<file path="config.mk">
export PLATFORM = sky130hd
export DESIGN_NAME = mesh_edge_injector
export DESIGN_NICKNAME = d
export VERILOG_FILES = /design/src/rtl/mesh_edge_injector.sv
export SDC_FILE = /design/constraint.sdc
export NUM_CORES = 1
export LEC_CHECK = 0
export CAP_MARGIN = 20
export CORE_MARGIN = 3
export CORE_UTILIZATION = 57
export DETAILED_ROUTE_END_ITERATION = 10
export PLACE_DENSITY_LB_ADDON = 0.05
export SETUP_SLACK_MARGIN = 0.4
export SLEW_MARGIN = 10
export SYNTH_ARGS = -nofsm -noshare
export SYNTH_HDL_FRONTEND = slang
export SYNTH_SLANG_ARGS = --single-unit
</file>
<file path="constraint.sdc">
create_clock -name clk -period 2.6 [get_ports clk]
set_input_delay 0.39 -clock clk [delete_from_list [all_inputs] [get_ports clk]]
set_output_delay 0.39 -clock clk [all_outputs]
set_load 0.02 [all_outputs]
</file>
<file path="src/rtl/mesh_edge_injector.sv">
// mesh_edge_injector: boundary injector for one mesh edge input port.
// Host packets are queued in a small FIFO, then serialized MS-flit first
// into the adjacent cell's data/write-enable pair, with the cell's full
// flag as backpressure. Back-to-back packets are streamed without bubbles.
module mesh_edge_injector #(
  parameter int unsigned FLIT_W     = 4,
  parameter int unsigned PKT_FLITS  = 4,
  parameter int unsigned FIFO_DEPTH = 4,
  parameter int unsigned FIFO_AW    = 2,
  parameter int unsigned CNT_W      = 8
) (
  input  logic                        clk,
  input  logic                        rt_reset,
  input  logic [FLIT_W*PKT_FLITS-1:0] pkt_in,
  input  logic                        pkt_valid,
  output logic                        pkt_ready,
  output logic [FLIT_W-1:0]           flit_out,
  output logic                        flit_en,
  input  logic                        cell_full,
  output logic                        busy,
  output logic [CNT_W-1:0]            pkt_count
);

  localparam int unsigned PKT_W = FLIT_W * PKT_FLITS;
  localparam int unsigned IDX_W = (PKT_FLITS > 1) ? $clog2(PKT_FLITS) : 1;
  localparam int unsigned OCC_W = FIFO_AW + 1;

  typedef enum logic {
    S_IDLE = 1'b0,
    S_SEND = 1'b1
  } state_e;

  // ---------------------------------------------------------------------
  // Packet FIFO
  // ---------------------------------------------------------------------
  logic [PKT_W-1:0]   mem_q [FIFO_DEPTH];
  logic [FIFO_AW-1:0] wr_ptr_q;
  logic [FIFO_AW-1:0] rd_ptr_q;
  logic [OCC_W-1:0]   occ_q;

  logic               fifo_full;
  logic               fifo_empty;
  logic               push;
  logic               pop;
  logic [PKT_W-1:0]   fifo_head;

  assign fifo_full  = (occ_q == OCC_W'(FIFO_DEPTH));
  assign fifo_empty = (occ_q == '0);
  assign fifo_head  = mem_q[rd_ptr_q];
  assign pkt_ready  = !fifo_full && !rt_reset;
  assign push       = pkt_valid && pkt_ready;

  // Storage array: written on push only, contents need no reset.
  always_ff @(posedge clk) begin
    if (push) begin
      mem_q[wr_ptr_q] <= pkt_in;
    end
  end

  // Pointers and occupancy; simultaneous push and pop keep occupancy.
  always_ff @(posedge clk) begin
    if (rt_reset) begin
      wr_ptr_q <= '0;
      rd_ptr_q <= '0;
      occ_q    <= '0;
    end else begin
      if (push) begin
        wr_ptr_q <= wr_ptr_q + FIFO_AW'(1);
      end
      if (pop) begin
        rd_ptr_q <= rd_ptr_q + FIFO_AW'(1);
      end
      case ({push, pop})
        2'b10:   occ_q <= occ_q + OCC_W'(1);
        2'b01:   occ_q <= occ_q - OCC_W'(1);
        default: occ_q <= occ_q;
      endcase
    end
  end

  // ---------------------------------------------------------------------
  // Serializer FSM
  // ---------------------------------------------------------------------
  state_e           state_q, state_d;
  logic [PKT_W-1:0] sreg_q, sreg_d;
  logic [IDX_W-1:0] idx_q, idx_d;
  logic [CNT_W-1:0] cnt_q, cnt_d;
  logic [FLIT_W-1:0] flit_out_c;
  logic              flit_en_c;

  // State, shift register, flit index and packet counter.
  always_ff @(posedge clk) begin
    if (rt_reset) begin
      state_q <= S_IDLE;
      sreg_q  <= '0;
      idx_q   <= '0;
      cnt_q   <= '0;
    end else begin
      state_q <= state_d;
      sreg_q  <= sreg_d;
      idx_q   <= idx_d;
      cnt_q   <= cnt_d;
    end
  end

  // Next-state, FIFO pop and flit outputs; the last accepted flit may
  // reload the next packet in the same edge to avoid an idle cycle.
  always_comb begin
    state_d    = state_q;
    sreg_d     = sreg_q;
    idx_d      = idx_q;
    cnt_d      = cnt_q;
    pop        = 1'b0;
    flit_out_c = '0;
    flit_en_c  = 1'b0;

    case (state_q)
      S_IDLE: begin
        if (!fifo_empty) begin
          pop     = 1'b1;
          sreg_d  = fifo_head;
          idx_d   = '0;
          state_d = S_SEND;
        end
      end

      S_SEND: begin
        flit_out_c = sreg_q[PKT_W-1 -: FLIT_W];
        flit_en_c  = !cell_full;
        if (!cell_full) begin
          sreg_d = sreg_q << FLIT_W;
          idx_d  = idx_q + IDX_W'(1);
          if (idx_q == IDX_W'(PKT_FLITS - 1)) begin
            cnt_d = cnt_q + CNT_W'(1);
            idx_d = '0;
            if (!fifo_empty) begin
              pop    = 1'b1;
              sreg_d = fifo_head;
            end else begin
              state_d = S_IDLE;
            end
          end
        end
      end

      default: begin
        state_d = S_IDLE;
      end
    endcase
  end

  // Cell-facing outputs are silenced while reset is held so an abandoned
  // packet never gets another strobe.
  assign flit_out  = rt_reset ? '0 : flit_out_c;
  assign flit_en   = flit_en_c && !rt_reset;
  assign busy      = !rt_reset && ((state_q == S_SEND) || !fifo_empty);
  assign pkt_count = cnt_q;

endmodule
</file>
Word level (Yosys, flattened, before mapping)
Memory sizes are Yosys's and may differ from the RTL's. A register that Yosys moved wholly into a read port is not among the register bits. Index checks and enable logic that the tools add are counted.

Register bits: 34. Bits in writable memories: 64. Output and inout bits: 15. Memories: 1.

Add/sub/neg operators: 6. Equality and inequality tests: 6. Muxes and demuxes: 24. Bitwise gates (word level): 2. Reductions and logical operators: 13.

Memories: mem_q (depth 4, width 16, rd ports 1, clocked after memory_dff 1, wr ports 1, RTL line 36) `logic [PKT_W-1:0] mem_q [FIFO_DEPTH];`.

Operator list (number): $mux 16 (4); $pmux 16 s2 (1); $mux 2 (5); $add 8x1->8 const B (1); $mux 1 (8); $mux 4 (2); $add 2x1->2 const B (3); $pmux 3 s2 (1); $eq 2x2->1 const B (2); $logic_and 1x1->1 (4); $logic_not 1->1 (4); $ne 2x2->1 const B (2); $pmux 1 s2 (2); $pmux 2 s2 (1); $add 3x1->3 const B (1); $eq 3x3->1 const B (1); $logic_not 3->1 (1); $reduce_and 3->1 (1); $sub 3x1->3 const B (1); $eq 2x1->1 const B (1); $not 1->1 (2); $reduce_and 2->1 (1); $reduce_bool 2->1 (1); $logic_or 1x1->1 (1).

Logic depth before layout (Yosys ltp)
Word-level depth: 7. Gate-level depth with buffers: 9. Depth with buffers taken out: 9.

Least setup slack after synthesis
No wires, ideal clock.

Path type: register -> register. From: register idx_q[0]. To: register occ_q[2]. Library setup time: 0.071 ns. Arrival: 2.146 ns. Slack: 0.382 ns. Stages on the path, launching flop included: 10. Buffers on the path: 0. Cells stage by stage: dfxtp_1 ha_1 nand2b_1 a21oi_4 ha_1 inv_1 fa_1 xor2_1 or3_2 a21oi_1.

Word-level cells in the longest chain between the ends: 6. Elaborated cells on any way between the ends: 8.

RTL lines: start: declaration (RTL line 86) `logic [IDX_W-1:0] idx_q, idx_d;`; start signal: assignment (RTL line 101) `idx_q <= idx_d;`; $eq 2x2->1 * (RTL line 133) `if (idx_q == IDX_W'(PKT_FLITS - 1)) begin`; $mux 1 * (RTL line 133); $mux 1 * (RTL line 130) `if (!cell_full) begin`; $pmux 1 s2 * (RTL line 117) `case (state_q)`; net pop (RTL line 44) `logic pop;`; $eq 2x1->1 or $eq 2x2->1 (tied branches) (RTL line 73) `case ({push, pop})`; $pmux 3 s2 or $reduce_bool 2->1 (tied branches); end signal: assignment (RTL line 74) `2'b10: occ_q <= occ_q + OCC_W'(1);`; end signal: assignment (RTL line 75) `2'b01: occ_q <= occ_q - OCC_W'(1);`; end signal: assignment (RTL line 76) `default: occ_q <= occ_q;`; end: declaration (RTL line 39) `logic [OCC_W-1:0] occ_q;`.

Mark *: on every way through the listed nets, which the timed path passes. The rest lies on a longest branch. A chain may end at the register's enable or synchronous reset.

Worst setup path in the final report
Same ends and word-level chain as after synthesis.

==> qor.csv <==
metric,value,unit
I/O pin total,35,
nature of the critical path startpoint,flop,
area of the die,8094,sq um
number of distinct library cell variants in the gate-level netlist after synthesis,40,
arrival time of data at the critical path endpoint,2390,ps
H-tree levels,3,
post-detailed-routing wire length,6946,microns
placed standard-cell area,4458,sq um
YS warnings,0,
core area,6604,sq um
Synth Area per Inst,14.30,sq um
top post-synthesis cells by area,"sky130_fd_sc_hd__edfxtp_1, sky130_fd_sc_hd__dfxtp_1, sky130_fd_sc_hd__mux4_2",
share of the clock period used by the worst path after layout,80.69,%
met2 layer usage reported by global route,27.57,%
largest stage delay on the critical path,390,ps
HPWL after detailed placement,4501,microns
met3 track demand over resource,3.756,%
wire length of the first global-routing pass,11570,microns
setup clock skew after layout,9.670,ps
net count reported at finish,354,
Worst Reg-to-Reg Cells,9,
Via Count,2329,
Final ANT Viol Nets,0,
largest vdd supply drop,0.5860,mV
"Clk Latency, worst-skew pair",360,ps
final global-route overflow total,0,
worst min-delay path class,input port to flop,
share of the synthesized area in the top cell type,47.82,%
endpoint type of the worst setup path,flop,
worst hold stages,2,
max-cap violation count,0,
Mapped Cells,281,
cell count along the critical path,9,
data required time of the critical path,2890,ps
buffers plus inverters on the worst setup path,1,
RD Place Congestion,0.7707,
cell occurring most often along the worst timing path,sky130_fd_sc_hd__ha_4,
synthesized net count,309,
clock input transition at the sequential cells of the worst setup and hold paths,100,ps
clock tree from TritonCTS,built,
DIE WIDTH,89.97,microns
CTS Buffer Depth,2,
ordered cell list for the critical path,ha_4 -> nand2b_4 -> a21oi_4 -> ha_4 -> inv_1 -> fa_1 -> xor2_1 -> or3_4 -> a21oi_2,
post-detailed-route via-to-cell ratio,5.493,
status,"finished, final reports clean",
global routing usage on met1,26.49,%
initial core utilization,60.86,%
Final Instance Area,4735,sq um
area added between synthesis and finish,17.81,%
final total negative setup slack,0,ps
hold violation total from the final report,0,
cell leakage power,1.673,nW
Critical Path Slowest Stage Cell,sky130_fd_sc_hd__fa_1,
Final setup viols,0,
detailed-route wire length per cell,16.38,microns
relative max-transition margin,62.91,%
cell family with most CP delay,adder cells,
DIE HEIGHT,89.97,microns
remaining routing DRC violations,0,
drt initial violations,163,
unrepaired setup endpoints after global routing,no,
top cell type by total area after synthesis,sky130_fd_sc_hd__edfxtp_1,
register bit total from synthesis,100,
pin count of the biggest net entering global routing,25,
final critical path time including I/O delays and setup,2098,ps
diode insertion count for antenna repair,0,
upper clock frequency limit,0.4766,GHz
number of antenna violations at the first check in global routing,0,
global-route usage over all layers,18.38,%
Rows,29,
number of clock sinks,100,
Worst Tran Pin Value,556.3,ps
sequential element share of the synthesized area,65.75,%
global route hottest layer,met2,
CTS root buffer,sky130_fd_sc_hd__clkbuf_8,
number of global-route vias before repair,2241,
Slew Limit Fails,0,
port buffer count,34,
number of buffers created by CTS,9,
WS Path Type,flop to flop,
"critical path fanouts, max",4,
Post-Synthesis Cell Area,4019,sq um
pwr dens,942.1,nW/um^2
Detailed Routing Iterations Pass 1,4,
share of post-route cells with drive strength above 1,19.03,%
worst paths after layout:
path	from	to	slack (ps)
setup / recovery	idx_q[0]	occ_q[2]	500
hold / removal	rt_reset	pkt_count[3]	390
setup reg to reg	idx_q[0]	occ_q[2]	500
hold reg to reg	pkt_count[1]	pkt_count[1]	500
layout make-up:
cell class              instances  area, sq um
well taps                      93        116.4
clock inverters                 7        82.58
fillers                       474         1869
flip-flops and latches        100         2653
inverters                       9        33.78
clock buffers                   9        123.9
multi-input cells             157         1272
repair buffers                 49        452.9
state kept, by name, summed over array words and instances, names as in the netlist, named ones only:
name / count
rd_ptr_q: 2
sreg_q: 16
idx_q: 2
pkt_count: 8
state_q: 1
wr_ptr_q: 2
mem_q: 64
occ_q: 3
repair_timing:
item	4_1_cts	5_1_grt
resized for setup	18	8
setup buffers	0	2
hold buffers	0	0
pin swaps	0	2
setup endpoints to repair	8	1
endpoints found under the hold margin	0	0
cell usage after synthesis (all sizes together):
master,number
nor2b,2
nand2,19
a22oi,4
nor3b,1
a21oi,33
edfxtp,64
xor2,5
inv,9
nor4,1
and3,1
a211oi,2
nand3b,1
xnor2,6
mux4,16
buf,6
clkbuf,8
nand4,3
nand2b,1
ha,7
nand3,1
nor2,20
dlymetal6s2s,1
and2,9
a32o,1
o21ai,14
o31ai,2
or3,2
fa,1
and3b,1
a21o,1
nor3,3
dfxtp,36
report_power, final:
| group | total [mW] | internal (mW) | switching, mW |
|---|---|---|---|
| Clock | 1.02 | 0.462 | 0.559 |
| Sequential | 2.07 | 1.90 | 0.162 |
| Combinational | 1.37 | 0.624 | 0.749 |
per-layer routing:
| metal | share of wire (%) | routed length [microns] | vias to the layer above |
|---|---|---|---|
| met3 | 5.0 | 344 | 9 |
| met2 | 48 | 3330 | 61 |
| met4 | 1.4 | 98 | 0 |
| met5 | 0 | 0 | - |
| met1 | 46 | 3173 | 1137 |
| li1 | - | - | 1122 |
metrics by stage:
stage,setup WS [ps],util (%),power [mW],hold WS (ps),std cells
after floorplan,408.5,-,3.152,473.0,281
after global placement,61.75,67.51,3.359,480.2,406
after detailed placement,23.61,67.51,3.392,481.1,406
after CTS,414.1,71.03,4.415,493.8,422
after global routing,446.2,71.69,4.749,391.1,424
final,501.9,71.69,4.460,385.1,424
placed cells by master, fill, tap and decap left out, types with 2 or more instances in the layout:
master / n
sky130_fd_sc_hd__a21oi_1: 31
sky130_fd_sc_hd__xor2_1: 5
sky130_fd_sc_hd__ha_1: 5
sky130_fd_sc_hd__buf_4: 14
sky130_fd_sc_hd__edfxtp_1: 64
sky130_fd_sc_hd__dfxtp_1: 30
sky130_fd_sc_hd__dfxtp_2: 5
sky130_fd_sc_hd__nor2_1: 19
sky130_fd_sc_hd__inv_8: 2
sky130_fd_sc_hd__mux4_2: 16
sky130_fd_sc_hd__ha_4: 2
sky130_fd_sc_hd__o31ai_1: 2
sky130_fd_sc_hd__clkdlybuf4s50_1: 25
sky130_fd_sc_hd__dlymetal6s2s_1: 2
sky130_fd_sc_hd__nand2_1: 19
sky130_fd_sc_hd__nor3_1: 3
sky130_fd_sc_hd__o21ai_0: 14
sky130_fd_sc_hd__clkinv_4: 2
sky130_fd_sc_hd__a22oi_1: 4
sky130_fd_sc_hd__and2_1: 8
sky130_fd_sc_hd__nand4_1: 3
sky130_fd_sc_hd__xnor2_1: 6
sky130_fd_sc_hd__dlygate4sd2_1: 7
sky130_fd_sc_hd__inv_1: 9
sky130_fd_sc_hd__clkbuf_8: 9
worst reg2reg max path, stage by stage (launching register included):
cell	delay (ps)
sky130_fd_sc_hd__dfxtp_4	380
sky130_fd_sc_hd__ha_4	160
sky130_fd_sc_hd__nand2b_4	70
sky130_fd_sc_hd__a21oi_4	180
sky130_fd_sc_hd__ha_4	160
sky130_fd_sc_hd__inv_1	50
sky130_fd_sc_hd__fa_1	390
sky130_fd_sc_hd__xor2_1	180
sky130_fd_sc_hd__or3_4	340
sky130_fd_sc_hd__a21oi_2	130
logic make-up after synthesis:
family / synth area share (%)
DFF: 65.75
buffers and inverters: 3.705
AOI/OAI and AO/OA: 8.375
adders and majority gates: 2.677
xor gates and xnor gates: 2.397
and+or+nand+nor: 8.126
muxes: 8.966
Power figures use the tool's default switching activity.
